$ cat config.mk
export PLATFORM = sky130hd
export DESIGN_NAME = rx_iq_gather
export DESIGN_NICKNAME = d
export VERILOG_FILES = /design/src/rtl/rx_iq_gather_pkg.sv /design/src/rtl/rx_iq_chan.sv /design/src/rtl/rx_iq_gather.sv
export SDC_FILE = /design/constraint.sdc
export NUM_CORES = 1
export LEC_CHECK = 0
export BUFFER_PORTS_ARGS = -buffer_cell sky130_fd_sc_hd__clkbuf_2
export CAP_MARGIN = 10
export CELL_PAD_IN_SITES_DETAIL_PLACEMENT = 1
export CELL_PAD_IN_SITES_GLOBAL_PLACEMENT = 1
export CORE_UTILIZATION = 48
export DETAILED_ROUTE_END_ITERATION = 12
export GPL_ROUTABILITY_DRIVEN = 0
export PLACE_DENSITY = 0.86
export SLEW_MARGIN = 40
export SYNTH_ARGS = -nofsm -noshare
export SYNTH_HDL_FRONTEND = slang
export SYNTH_HIERARCHICAL = 1
export SYNTH_SLANG_ARGS = --single-unit
$ cat constraint.sdc
create_clock -name adc_clk -period 3.5 [get_ports adc_clk]
set_input_delay 0.525 -clock adc_clk [delete_from_list [all_inputs] [get_ports adc_clk]]
set_output_delay 0.525 -clock adc_clk [all_outputs]
set_load 0.05 [all_outputs]
$ cat src/rtl/rx_iq_gather_pkg.sv
// rx_iq_gather_pkg
//   Constants and types shared by the rx I/Q gather block and its
//   per-channel slice: default channel count, DDC sample width, audio word
//   width and the word-selector encoding used to step through I, Q, iq3.
package rx_iq_gather_pkg;

  localparam int DEF_V_RX_CHANS = 4;
  localparam int DEF_IQ_W       = 24;  // 16 low bits + 8 high bits per component
  localparam int WORD_W         = 16;
  localparam int TICK_W         = 48;

  typedef enum logic [1:0] {
    WS_I   = 2'd0,
    WS_Q   = 2'd1,
    WS_IQ3 = 2'd2
  } wsel_t;

endpackage

$ cat src/rtl/rx_iq_chan.sv
// rx_iq_chan
//   One receiver channel of the gather block: holding registers that follow
//   the DDC strobe, a captured flag, a shadow bank loaded on set completion
//   and the 3:1 mux presenting the current 16-bit word.
// Ports:
//   adc_clk, reset_n  clock, asynchronous active-low reset
//   ch_en             channel enabled; a disabled channel loads 0 into shadow
//   iq_avail          one-cycle sample strobe for this channel
//   iq_i, iq_q        DDC sample pair
//   complete          set completion from the top level (shadow load, clear)
//   wsel              shared word selector (wsel_t encoding)
//   captured          a sample is held for the set in progress
//   word              current output word from the shadow bank
module rx_iq_chan
  import rx_iq_gather_pkg::*;
#(
  parameter int IQ_W = DEF_IQ_W
) (
  input  logic              adc_clk,
  input  logic              reset_n,
  input  logic              ch_en,
  input  logic              iq_avail,
  input  logic [IQ_W-1:0]   iq_i,
  input  logic [IQ_W-1:0]   iq_q,
  input  logic              complete,
  input  logic [1:0]        wsel,
  output logic              captured,
  output logic [WORD_W-1:0] word
);

  logic [IQ_W-1:0] hold_i, hold_q;
  logic [IQ_W-1:0] sh_i, sh_q;
  logic [IQ_W-1:0] nxt_i, nxt_q;

  // A sample arriving in the completion cycle belongs to the completed set.
  assign nxt_i = iq_avail ? iq_i : hold_i;
  assign nxt_q = iq_avail ? iq_q : hold_q;

  // NOTE: holding and shadow banks are plain flops, not RAM, and have defined
  // reset values, so they sit in the reset branch like any other state.
  always_ff @(posedge adc_clk or negedge reset_n) begin
    if (!reset_n) begin
      hold_i   <= '0;
      hold_q   <= '0;
      sh_i     <= '0;
      sh_q     <= '0;
      captured <= 1'b0;
    end else begin
      // NOTE: non-blocking assignments so every flop samples pre-edge values.
      if (iq_avail) begin
        hold_i <= iq_i;
        hold_q <= iq_q;
      end
      if (complete) begin
        captured <= 1'b0;
        sh_i     <= ch_en ? nxt_i : '0;
        sh_q     <= ch_en ? nxt_q : '0;
      end else if (iq_avail) begin
        captured <= 1'b1;
      end
    end
  end

  always_comb begin
    // NOTE: default assignment first so no path leaves word unassigned (no latch).
    word = {sh_i[IQ_W-1:WORD_W], sh_q[IQ_W-1:WORD_W]};
    case (wsel_t'(wsel))
      WS_I:    word = sh_i[WORD_W-1:0];
      WS_Q:    word = sh_q[WORD_W-1:0];
      default: ;
    endcase
  end

endmodule

$ cat src/rtl/rx_iq_gather.sv
// rx_iq_gather
//   Gathers one I/Q sample pair per receiver channel from skewed DDC strobes,
//   snapshots the full set plus the ADC tick count into a shadow bank, pulses
//   rx_avail_A and serves I, Q, iq3 words as the audio memory steps.
// Ports:
//   adc_clk, reset_n    clock, asynchronous active-low reset
//   ch_en               channel enable mask
//   iq_avail            per-channel sample strobes
//   iq_i, iq_q          per-channel samples, channel k at [IQ_W*k +: IQ_W]
//   ticks_in            free-running ADC tick counter
//   rd_getI, rd_getQ    word-step requests
//   clr_ovfl            clear overrun status
//   rx_avail_A          one-cycle pulse, shadow bank valid
//   rxn_din_A           per-channel current word, channel k at [16k +: 16]
//   ticks_A             tick value at set completion
//   ovfl_sticky         overrun since last clear
//   ovfl_cnt            saturating overrun count
module rx_iq_gather
  import rx_iq_gather_pkg::*;
#(
  parameter int V_RX_CHANS = DEF_V_RX_CHANS,
  parameter int IQ_W       = DEF_IQ_W
) (
  input  logic                         adc_clk,
  input  logic                         reset_n,
  input  logic [V_RX_CHANS-1:0]        ch_en,
  input  logic [V_RX_CHANS-1:0]        iq_avail,
  input  logic [V_RX_CHANS*IQ_W-1:0]   iq_i,
  input  logic [V_RX_CHANS*IQ_W-1:0]   iq_q,
  input  logic [TICK_W-1:0]            ticks_in,
  input  logic                         rd_getI,
  input  logic                         rd_getQ,
  input  logic                         clr_ovfl,
  output logic                         rx_avail_A,
  output logic [V_RX_CHANS*WORD_W-1:0] rxn_din_A,
  output logic [TICK_W-1:0]            ticks_A,
  output logic                         ovfl_sticky,
  output logic [15:0]                  ovfl_cnt
);

  logic [V_RX_CHANS-1:0] captured;
  logic [V_RX_CHANS-1:0] cap_next;
  logic                  complete;
  logic                  overrun;
  wsel_t                 wsel;

  // Disabled channels count as captured; an all-zero mask never completes.
  assign cap_next = captured | iq_avail;
  assign complete = (&(cap_next | ~ch_en)) && (|ch_en);
  // Any number of channels overrunning together is a single event.
  assign overrun  = |(iq_avail & captured);

  for (genvar k = 0; k < V_RX_CHANS; k++) begin : g_chan
    rx_iq_chan #(.IQ_W(IQ_W)) u_chan (
      .adc_clk  (adc_clk),
      .reset_n  (reset_n),
      .ch_en    (ch_en[k]),
      .iq_avail (iq_avail[k]),
      .iq_i     (iq_i[k*IQ_W +: IQ_W]),
      .iq_q     (iq_q[k*IQ_W +: IQ_W]),
      .complete (complete),
      .wsel     (wsel),
      .captured (captured[k]),
      .word     (rxn_din_A[k*WORD_W +: WORD_W])
    );
  end

  always_ff @(posedge adc_clk or negedge reset_n) begin
    if (!reset_n) begin
      rx_avail_A  <= 1'b0;
      ticks_A     <= '0;
      wsel        <= WS_IQ3;
      ovfl_sticky <= 1'b0;
      ovfl_cnt    <= '0;
    end else begin
      rx_avail_A <= complete;
      if (complete) ticks_A <= ticks_in;

      // I and Q are requested explicitly; iq3 follows Q automatically.
      if (rd_getI)            wsel <= WS_I;
      else if (rd_getQ)       wsel <= WS_Q;
      else if (wsel == WS_Q)  wsel <= WS_IQ3;

      // An overrun in the clear cycle wins and restarts the count at 1.
      if (overrun) begin
        ovfl_sticky <= 1'b1;
        if (clr_ovfl)               ovfl_cnt <= 16'd1;
        else if (ovfl_cnt != '1)    ovfl_cnt <= ovfl_cnt + 16'd1;
      end else if (clr_ovfl) begin
        ovfl_sticky <= 1'b0;
        ovfl_cnt    <= '0;
      end
    end
  end

endmodule

* After elaboration in Yosys (flattened, before gate mapping)
Cells that the tools add are included.
Storage, ports and cells: bits in registers 456, bits in latches 0, memory bits (writable) 0, bits in read-only memories 0, bits of input ports 253, word-level logic and storage cells 82, memories kept 0
Operators by class: $add $sub $neg 1, $mul 0, divide/modulo/power cells 0, order comparisons 0, eq/ne operators 2, shifts and indexed selects 0, multiplexer cells 37, bitwise operators 4, reductions and logical operators 13
Operators with widths (count):
- $mux W24 | 16
- $pmux W16 S2 | 4
- $mux W16 | 4
- $add A16 B1 Y16 const B | 1
- $ne A16 B16 Y1 const B | 1
- $reduce_bool A2 Y1 | 6
- $mux W1 | 10
- $or A4 B4 Y4 | 2
- $reduce_or A4 Y1 | 2
- $mux W2 | 3
- $and A4 B4 Y4 | 1
- $not A4 Y4 | 1
- $reduce_and A4 Y1 | 1
- $reduce_bool A3 Y1 | 1
- $eq A2 B1 Y1 const B | 1
- $logic_not A2 Y1 | 1
- $reduce_and A2 Y1 | 1
- $logic_and A1 B1 Y1 | 1

* Depth between registers and ports, before layout
Gate-level depths: netlist of run 1.
word-level depth 5, depth in mapped cells 10, gate-level depth less buffers 6

* Modules after synthesis
The synthesis of run 1 kept the hierarchy.
Modules (own cells, without submodules):
- rx_iq_chan | times used 4, cells an instance 317, area each 4160.2 µm², seq. area each 2427.3 µm²
- rx_iq_gather | times used 1, cells an instance 222, area each 2934.1 µm², seq. area each 1702.9 µm²

* Worst setup path after synthesis of run 1
Ideal clock, no wire load.
path kind flip-flop to output port, from reg wsel[0], to out rxn_din_A[10], arrival time 1983 ps, data required time 2975 ps, path slack 992 ps, cell stages (with the launch flop) 5, cells stage by stage dfrtp_1 buf_2 buf_4 mux2i_1 o21ai_0
On the way: word-level cells in the longest chain between the ends 2
RTL lines:
- start, declared | line rx_iq_gather.sv:45 | wsel_t wsel;
- start signal, assigned | line rx_iq_gather.sv:72 | wsel <= WS_IQ3;
- start signal, assigned | line rx_iq_gather.sv:80 | if (rd_getI) wsel <= WS_I;
- start signal, assigned | line rx_iq_gather.sv:81 | else if (rd_getQ) wsel <= WS_Q;
- $eq A2 B1 Y1 or $logic_not A2 Y1 (tied branches) | line rx_iq_chan.sv:67 | case (wsel_t'(wsel))
- $pmux W16 S2 * | line rx_iq_chan.sv:67
- end, declared | line rx_iq_gather.sv:35 | output logic [V_RX_CHANS*WORD_W-1:0] rxn_din_A,
Mark *: on every way between the ends. The rest lies on a longest branch, timed or not.

* Worst setup path after layout of run 1
from reg wsel[0], to out rxn_din_A[1]
Same word-level chain as after synthesis.

==> results.json, run 1 <==
{
  "status": "finished, final reports clean",
  "grt-ovfl-total": 0,
  "fmax_mhz": 321.3,
  "grt_pass1_vias": 15410,
  "clkTransAtPathRegs_ns": 0.06,
  "synth-compound-area-share_pct": 11.70,
  "synth_cells": 1490,
  "yosysTopAreaCell": "dfrtp_1",
  "p_sw_share_pct": 32.36,
  "finalMaxSlewViolations": 0,
  "finish.net_count": 2098,
  "clock_sinks": 456,
  "io_pins": 383,
  "htree_levels": 2,
  "synth_top_cell_area_share_pct": 58.17,
  "die_h_um": 203.9,
  "tns_ns": 0,
  "synth_area_per_cell_um2": 13.14,
  "ir_drop_mv": 0.5735,
  "p_int_uw": 10940,
  "p_leak_uw": 0.01099,
  "end_kind": "output pin",
  "die_w_um": 203.9,
  "clk-insertion-delay-late_ns": 0.57,
  "cts.path.max_buffers": 3,
  "cts_resized": 0,
  "syn2layout_area_growth_pct": 21.32,
  "cp_data_arrival_time_ns": 2.59,
  "ys_seq_area_share_pct": 58.30,
  "hp-class": "primary input to flop",
  "synthTopCellsByArea": "dfrtp_1 (58%), mux2_2 (12%), a31o_2 (7.0%)",
  "yosys.area_share.simple_pct": 8.981,
  "drive_gt1_share_pct": 48.09,
  "pwr-share-seq_pct": 40.7,
  "cts_buffers": 49,
  "switching_power_uw": 5235,
  "synthAdderAreaFrac_pct": 0.06392,
  "synth_mux_area_share_pct": 17.83,
  "fin_crit_ns": 3.112,
  "async_flop_share_pct": 100.0,
  "port_buffers": 382,
  "cts_tree": "yes",
  "yosysUniqueCellTypes": 50,
  "ant_nets": 0,
  "finalCritPeriodShare_pct": 88.92,
  "placementRows": 73,
  "hold_violations": 0,
  "wl_per_cell_um": 23.07,
  "path_max_fanout": 33,
  "synth_top_family_by_area": "multiplexers",
  "vias_per_cell": 5.630,
  "synthXorXnorAreaFrac_pct": 0.1790,
  "maxSlewHeadroom_pct": 49.34,
  "core_mm2": 0.04001,
  "critPathKind": "flop to output pin",
  "synth_area_mm2": 0.01958,
  "clockPowerShare_pct": 34.0,
  "worstMarginPinSlew_ns": 0.7599,
  "grt_use_total_pct": 27.20,
  "routed_wl_um": 55840,
  "critPathLaunchType": "flop",
  "synth.most_common_cell": "dfrtp_1",
  "synth_edf_count": 0,
  "rsz0062_at_grt": "false",
  "critPathRequiredTime_ns": 2.97,
  "placedCellCount": 2317,
  "die_area_mm2": 0.04159,
  "synthTopCellsByCount": "dfrtp_1 (455), mux2_2 (205), nor2b_1 (194), a31o_2 (156), nand2_1 (69)",
  "drt_iter0_markers": 690,
  "p_comb_share_pct": 25.2,
  "clock_skew_ns": 0.01575,
  "max_cap_viol_count": 0,
  "dp_hpwl_um": 35730,
  "antenna_found_initial": 15,
  "ys_ff_latch": 456,
  "grt_pass1_wl_um": 87580,
  "stdcell_count": 2420,
  "yosysWarnings": 6,
  "final-setup-viol-count": 0,
  "vias": 13620,
  "ys.flop_type": "dfrtp_1",
  "initial_core_util_pct": 48.93,
  "remaining_drc_errors": 0,
  "cts_root_buf": "clkbuf_16",
  "syn_nets": 1744,
  "drt_pre_antenna_iters": 4,
  "grt_max_degree": 100,
  "p_per_area_mw_per_mm2": 681.3
}
-- final cells by class --
| type | instances | area (um2) |
|---|---|---|
| fill | 4077 | 16260 |
| sequential | 456 | 11420 |
| multi-input combinational | 917 | 7590 |
| timing repair buffer | 416 | 2305 |
| clock buffer | 68 | 1419 |
| tap | 525 | 656.9 |
| clock inverter | 21 | 304.0 |
| antenna | 13 | 32.53 |
| inverter | 4 | 22.52 |
-- metal layers --
metal	global-route usage [%]	vias up	wire [um]
met5	0	-	10
met4	12.93	2	2040
met3	6.154	109	3024
met2	46.57	375	28740
met1	32.44	7101	22030
li1	-	6037	-
-- layout by cell type (no fill, tap or decap), drive strengths merged, types with 4 or more instances in the layout --
master / synthesis / final
bufinv: 0 / 7
diode: 0 / 13
clkinv: 0 / 12
a21oi: 13 / 13
dfrtp: 455 / 455
nand4: 6 / 6
clkbuf: 48 / 449
mux2: 241 / 241
nand2: 69 / 69
mux2i: 64 / 64
buf: 65 / 34
xnor2: 4 / 4
o21ai: 67 / 67
inv: 4 / 4
nand3: 8 / 8
nor2b: 194 / 194
a2111oi: 4 / 4
nor2: 21 / 21
a31o: 192 / 192
-- per-stage QoR --
stage / power [uW] / utilization (%) / instance area [um2] / hold slack, ns / worst slack [ns]
2_1_floorplan: 9484 / - / 19580 / 0.2294 / 0.9921
3_3_place_gp: 10480 / 54.95 / 21980 / 0.4682 / 1.016
3_5_place_dp: 10690 / 54.95 / 21980 / 0.4817 / 1.003
4_1_cts: 16340 / 59.28 / 23720 / 0.06551 / 0.3705
5_1_grt: 16830 / 59.35 / 23740 / 0.07705 / 0.2976
6_report: 16180 / 59.36 / 23750 / 0.09908 / 0.3878
-- path summary, 6_finish.rpt --
check                                                        endpoint  slack, ns  cells after the start                                   from
worst max-delay path                                     rxn_din_A[1]       0.39                      5                    wsel[0]$_DFFE_PN0P_
worst min-delay path                              wsel[1]$_DFFE_PN1P_        0.1                      2                                rd_getQ
worst max register to register   g_chan[1].u_chan/sh_i[9]$_DFFE_PN0P_       1.30                      7  g_chan[3].u_chan/captured$_DFFE_PN0P_
worst min register to register   g_chan[3].u_chan/hold_i[1]$_DFF_PN0_       0.50                      1   g_chan[3].u_chan/hold_i[1]$_DFF_PN0_
max in group asynchronous       g_chan[0].u_chan/hold_i[15]$_DFF_PN0_       1.85                      4                                reset_n
min in group asynchronous                     ticks_A[22]$_DFFE_PN0P_       0.55                      2                                reset_n
-- timing repair --
| item | CTS | global route |
|---|---|---|
| hold buffers | 1 | 0 |
| buffers inserted | 0 | 0 |
| hold endpoints to repair | 67 | 0 |
-- worst max-delay path: stages, from the launching register on --
cell and delay, ns:
dfrtp_4 0.61, buf_12 0.33, buf_4 0.28, mux2i_1 0.10, o21ai_0 0.31, clkbuf_2 0.35
-- power groups by stage --
| stage | Sequential, uW | Clock [uW] | Combinational [uW] |
|---|---|---|---|
| finish | 6590 | 5510 | 4080 |
| global route | 6670 | 5820 | 4330 |
| CTS | 6590 | 5640 | 4110 |
| detailed placement | 6650 | 0 | 4040 |
| global placement | 6580 | 0 | 3900 |
| floorplan | 7050 | 0 | 2430 |
-- sequential cells by signal, summed over array words and instances, names as in the netlist --
register,cells
g_chan.u_chan/hold_q,96
wsel,2
g_chan.u_chan/hold_i,96
ovfl_cnt,16
ovfl_sticky,1
rx_avail_A,1
g_chan.u_chan/sh_i,96
ticks_A,48
g_chan.u_chan/captured,4
g_chan.u_chan/sh_q,96
-- cell families after synthesis --
kind of cell / after synthesis
flops: 456
simple gates: 312
mux: 305
compound gates: 295
buf+inv: 117
xor+xnor: 4
fa+ha+maj: 1
(Power assumes the default switching activity.)
==> inputs of run 2 (changes only) <==
Settings changed: CORE_ASPECT_RATIO set to 1.75.
==> run 2 against run 1 <==
Compared with the run above: final cell count rose by 0.54%; sequential share of layout area rose by 0.32 points; sequential power barely moved; critical endpoint is now rxn_din_A[56]; power fell by 4.1%; largest cell class unchanged.
==> results.json, run 2 (synthesis results as in run 1) <==
{
  "routed_wl_um": 53600,
  "placedCellCount": 2341,
  "cts_setup_buffers": 0,
  "cts_tree": "yes",
  "critical_path.cell_chain": "buf_4 > nand2_1 > o21ai_0 > clkbuf_2",
  "cp_slowest_cell": "dfstp_4",
  "initial_core_util_pct": 48.73,
  "clock_skew_ns": 0.01898,
  "critPathRequiredTime_ns": 2.97,
  "die_w_um": 154.7,
  "clk-insertion-delay-late_ns": 0.55,
  "cp_slowest_stage_delay_ns": 0.99,
  "grt_use_total_pct": 26.22,
  "grt_pass1_wl_um": 84640,
  "cts_resized": 0,
  "port_buffers": 382,
  "final_cell_mix": "dfrtp_1 (454), clkbuf_2 (380), mux2_2 (205)",
  "placementRows": 97,
  "finalMaxSlewViolations": 0,
  "cts.path.max_buffers": 3,
  "clkTransAtPathRegs_ns": 0.06,
  "r2r_slack_ns": 1.31,
  "p_per_area_mw_per_mm2": 657.7,
  "tns_ns": 0,
  "core_mm2": 0.04017,
  "die_h_um": 269.1,
  "drt_pre_antenna_iters": 5,
  "hp-start": "rd_getQ",
  "cts_buffers": 44,
  "grt-ovfl-total": 0,
  "hold_violations": 0,
  "final-setup-viol-count": 0,
  "cts_root_buf": "clkbuf_16",
  "io_pins": 383,
  "status": "finished, final reports clean",
  "hold_end": "wsel[1]$_DFFE_PN1P_",
  "critPathLaunchType": "flop",
  "layout_commonest_cell": "dfrtp_1",
  "vias": 13370,
  "holdPathStages": 2,
  "max_cap_viol_count": 0,
  "r2r_cells": 7,
  "timing.rr.start": "g_chan[3].u_chan/captured$_DFFE_PN0P_",
  "remaining_drc_errors": 0,
  "critPathKind": "flop to output pin",
  "die_area_mm2": 0.04162,
  "cp_data_arrival_time_ns": 2.56,
  "placed_area_mm2": 0.02208,
  "clock_sinks": 456,
  "p_leak_uw": 0.01091,
  "maxSlewHeadroom_pct": 51.64,
  "fillers": 4058,
  "grt_pass1_vias": 15280,
  "stdcell_count": 2433,
  "finish.net_count": 2098,
  "syn2layout_area_growth_pct": 20.51,
  "r2r_end": "g_chan[1].u_chan/sh_i[21]$_DFFE_PN0P_",
  "grt_max_degree": 106,
  "end_kind": "output pin",
  "post-route-cell-area_mm2": 0.02359,
  "fmax_mhz": 324.1,
  "fin_crit_ns": 3.085,
  "hp-class": "primary input to flop",
  "drive_gt1_share_pct": 47.76,
  "wl_per_cell_um": 22.03,
  "worstMarginPinSlew_ns": 0.7254,
  "finalCritPeriodShare_pct": 88.15,
  "whs_ns": 0.1305,
  "drt_iter0_markers": 473,
  "layout.area.seq_mm2": 0.01142,
  "htree_levels": 2,
  "ant_nets": 0,
  "multi_input_area_mm2": 0.007590,
  "rsz0062_at_grt": "false",
  "ir_drop_mv": 0.5371,
  "vias_per_cell": 5.493,
  "dp_hpwl_um": 36780,
  "path_max_fanout": 58,
  "antenna_found_initial": 13
}
-- run 2: through the flow --
stage / setup slack (ns) / util, % / total power, uW
4_1_cts: 0.4169 / 58.65 / 15670
3_5_place_dp: 0.8220 / 54.97 / 10710
5_1_grt: 0.3499 / 58.71 / 16160
3_3_place_gp: 0.9058 / 54.97 / 10490
2_1_floorplan: 0.9921 / - / 9484
6_report: 0.4146 / 58.72 / 15510
-- run 2: worst max-delay path by stage --
stage,start,endpoint,slack (ns),cells after the start
final,wsel[1]$_DFFE_PN1P_,rxn_din_A[56],0.41,4
after global routing,wsel[0]$_DFFE_PN0P_,rxn_din_A[22],0.35,4
after CTS,wsel[0]$_DFFE_PN0P_,rxn_din_A[22],0.42,4
after detailed placement,iq_avail[1],g_chan[3].u_chan/sh_q[15]$_DFFE_PN0P_,0.82,8
after global placement,iq_avail[1],g_chan[3].u_chan/sh_q[9]$_DFFE_PN0P_,0.91,8
after floorplan,wsel[0]$_DFFE_PN0P_,rxn_din_A[10],0.99,4
-- run 2: timing repair --
item	CTS	global route
hold buffers	1	0
endpoints found under the hold margin	67	0
setup endpoints to repair	0	0
-- run 2: cell type report --
type	count	share of cell area, %
Clock inverter	14	0.7425
Multi-Input combinational cell	917	32.17
Clock buffer	66	5.490
Tap cell	544	2.885
Inverter	4	0.09547
Antenna cell	11	0.1167
Timing Repair Buffer	421	10.09
Sequential cell	456	48.41
-- run 2: metal layers --
metal	vias up	routed length, um	GRT usage (%)
met1	6855	19780	28.99
met2	387	29080	48.37
li1	6014	-	-
met4	6	2038	11.26
met3	103	2675	4.998
met5	-	32	0
-- run 2: power by group --
group	leakage (uW)	total [uW]	internal (uW)	switching [uW]
clock network	0.000722	4870	2850	2020
logic	0.00456	4070	1470	2600
registers	0.00562	6570	6120	446
-- run 2: worst max-delay path: cells and delay by family (launching register included) --
family                 cells  cell delay, ns
AO/OA/AOI/OAI              1            0.20
buffers and inverters      2            0.70
flip-flops                 1            0.99
AND/OR/NAND/NOR            1            0.08
==> inputs of run 3 (changes only) <==
Settings changed: CORE_MARGIN set to 3, REMOVE_ABC_BUFFERS set to 1.
==> run 3 against run 2 <==
Compared with the run above: first-iteration DRC count rose by 9.1%; worst hold slack improved by 0.0083 ns; power fell by 1.8%; core utilization decreased by 0.39 points; wire length rose by 3.0%; critical path type unchanged; largest cell class unchanged.
==> results.json, run 3 (synthesis results as in run 1) <==
{
  "cts_tree": "yes",
  "dp_hpwl_um": 36780,
  "htree_levels": 2,
  "path_max_fanout": 65,
  "die_area_mm2": 0.04334,
  "wl_per_cell_um": 22.71,
  "critical_path.cell_chain": "buf_12 > nand2_1 > o21ai_0 > clkbuf_2",
  "hold_violations": 0,
  "port_buffers": 382,
  "tns_ns": 0,
  "clk-insertion-delay-late_ns": 0.55,
  "cp_slowest_cell": "dfstp_4",
  "clock_skew_ns": 0.01329,
  "antenna_found_initial": 19,
  "drt_iter0_markers": 516,
  "p_per_area_mw_per_mm2": 650.5,
  "ir_drop_mv": 0.6398,
  "cts_root_buf": "clkbuf_16",
  "place_ws_ns": 0.8993,
  "io_pins": 383,
  "critPathKind": "flop to output pin",
  "vias": 13500,
  "max_cap_viol_count": 0,
  "grt_pass1_vias": 15750,
  "p_leak_uw": 0.01082,
  "clock_sinks": 456,
  "clkTransAtPathRegs_ns": 0.06,
  "cp_data_arrival_time_ns": 2.65,
  "grt-ovfl-total": 0,
  "layout_commonest_cell": "dfrtp_1",
  "routed_wl_um": 55190,
  "die_h_um": 273.1,
  "final_cell_mix": "dfrtp_1 (454), clkbuf_2 (381), mux2_2 (205)",
  "cts_resized": 0,
  "status": "finished, final reports clean",
  "worstMarginPinSlew_ns": 0.8692,
  "critPathLaunchType": "flop",
  "drive_gt1_share_pct": 47.35,
  "end_kind": "output pin",
  "core_mm2": 0.04017,
  "fillers": 4135,
  "stdcell_count": 2430,
  "initial_core_util_pct": 48.73,
  "grt_use_total_pct": 25.23,
  "final-setup-viol-count": 0,
  "ant_nets": 0,
  "placedCellCount": 2336,
  "vias_per_cell": 5.554,
  "fmax_mhz": 315.2,
  "remaining_drc_errors": 0,
  "fin_crit_ns": 3.172,
  "placementRows": 97,
  "hp-class": "primary input to flop",
  "layout_setup_ws_ns": 0.3279,
  "die_w_um": 158.7,
  "rsz0062_at_grt": "false",
  "critPathRequiredTime_ns": 2.97,
  "finalMaxSlewViolations": 0,
  "grt_max_degree": 88,
  "cts_buffers": 44,
  "cp_slowest_stage_delay_ns": 1.03,
  "drt_pre_antenna_iters": 4,
  "finish.net_count": 2093,
  "finalCritPeriodShare_pct": 90.63,
  "fin_util_pct": 58.33,
  "cts.path.max_buffers": 3,
  "syn2layout_area_growth_pct": 19.71,
  "grt_pass1_wl_um": 85370,
  "maxSlewHeadroom_pct": 42.05
}
-- run 3: changes by cell type in the layout (fill, tap and decap cells not counted) --
| cell | before | now |
|---|---|---|
| buf_4 | 25 | 23 |
| clkbuf_2 | 380 | 381 |
| clkbuf_1 | 12 | 15 |
| clkinv_4 | 0 | 1 |
| bufinv_16 | 4 | 1 |
| buf_12 | 13 | 10 |
| inv_6 | 0 | 1 |
| buf_2 | 1 | 0 |
| clkinvlp_4 | 2 | 0 |
| clkinv_2 | 8 | 4 |
| diode_2 | 11 | 17 |
-- run 3: final cells by class --
| cell class | count | area, um2 | share of cell area, % |
|---|---|---|---|
| timing repair buffer | 416 | 2305 | 9.835 |
| inverter | 4 | 22.52 | 0.09611 |
| antenna | 17 | 42.54 | 0.1815 |
| multi-input combinational | 917 | 7590 | 32.39 |
| clock buffer | 69 | 1306 | 5.574 |
| clock inverter | 7 | 67.56 | 0.2883 |
| sequential | 456 | 11420 | 48.73 |
| tap | 544 | 680.7 | 2.905 |
-- run 3: through the flow --
stage	cell area (um2)	power [uW]	hold WS (ns)
6_report	23430	15240	0.1388
5_1_grt	23430	15950	0.1150
4_1_cts	23390	15400	0.1077
3_5_place_dp	22010	10700	0.4805
3_3_place_gp	22010	10480	0.4692
2_1_floorplan	19010	9414	0.2294
-- run 3: power by group --
group / switching [uW] / internal [uW] / total, uW
registers: 451 / 6130 / 6580
logic: 2610 / 1460 / 4060
clock network: 1970 / 2630 / 4600
-- run 3: path summary, 6_finish.rpt --
check / start / to / slack, ns / depth (start not counted)
setup / recovery: wsel[1]$_DFFE_PN1P_ / rxn_din_A[38] / 0.33 / 4
setup reg to reg: g_chan[3].u_chan/captured$_DFFE_PN0P_ / g_chan[0].u_chan/sh_i[20]$_DFFE_PN0P_ / 1.28 / 7
max in group asynchronous: reset_n / g_chan[3].u_chan/hold_i[3]$_DFF_PN0_ / 2.02 / 3
hold / removal: rd_getI / wsel[1]$_DFFE_PN1P_ / 0.14 / 2
hold reg to reg: g_chan[0].u_chan/hold_q[19]$_DFF_PN0_ / g_chan[0].u_chan/hold_q[19]$_DFF_PN0_ / 0.50 / 1
min in group asynchronous: reset_n / g_chan[0].u_chan/hold_q[23]$_DFF_PN0_ / 0.51 / 2
-- run 3: routing by layer --
layer | global-route usage, % | vias to the layer above | wire length [um]
met1 | 26.03 | 6957 | 19220
met2 | 46.41 | 395 | 30430
met4 | 13.73 | 2 | 2696
li1 | - | 6014 | -
met3 | 5.387 | 128 | 2824
met5 | 0 | - | 17
-- run 3: critical path, delay by kind of cell (launching register included) --
family	cells	cell delay, ns
flip-flops	1	1.03
buffers and inverters	2	0.71
AO/OA/AOI/OAI	1	0.19
AND/OR/NAND/NOR	1	0.08
-- run 3: timing repair --
item,in CTS,in global routing
hold buffers,1,0
endpoints found under the hold margin,9,0
buffers inserted,0,0
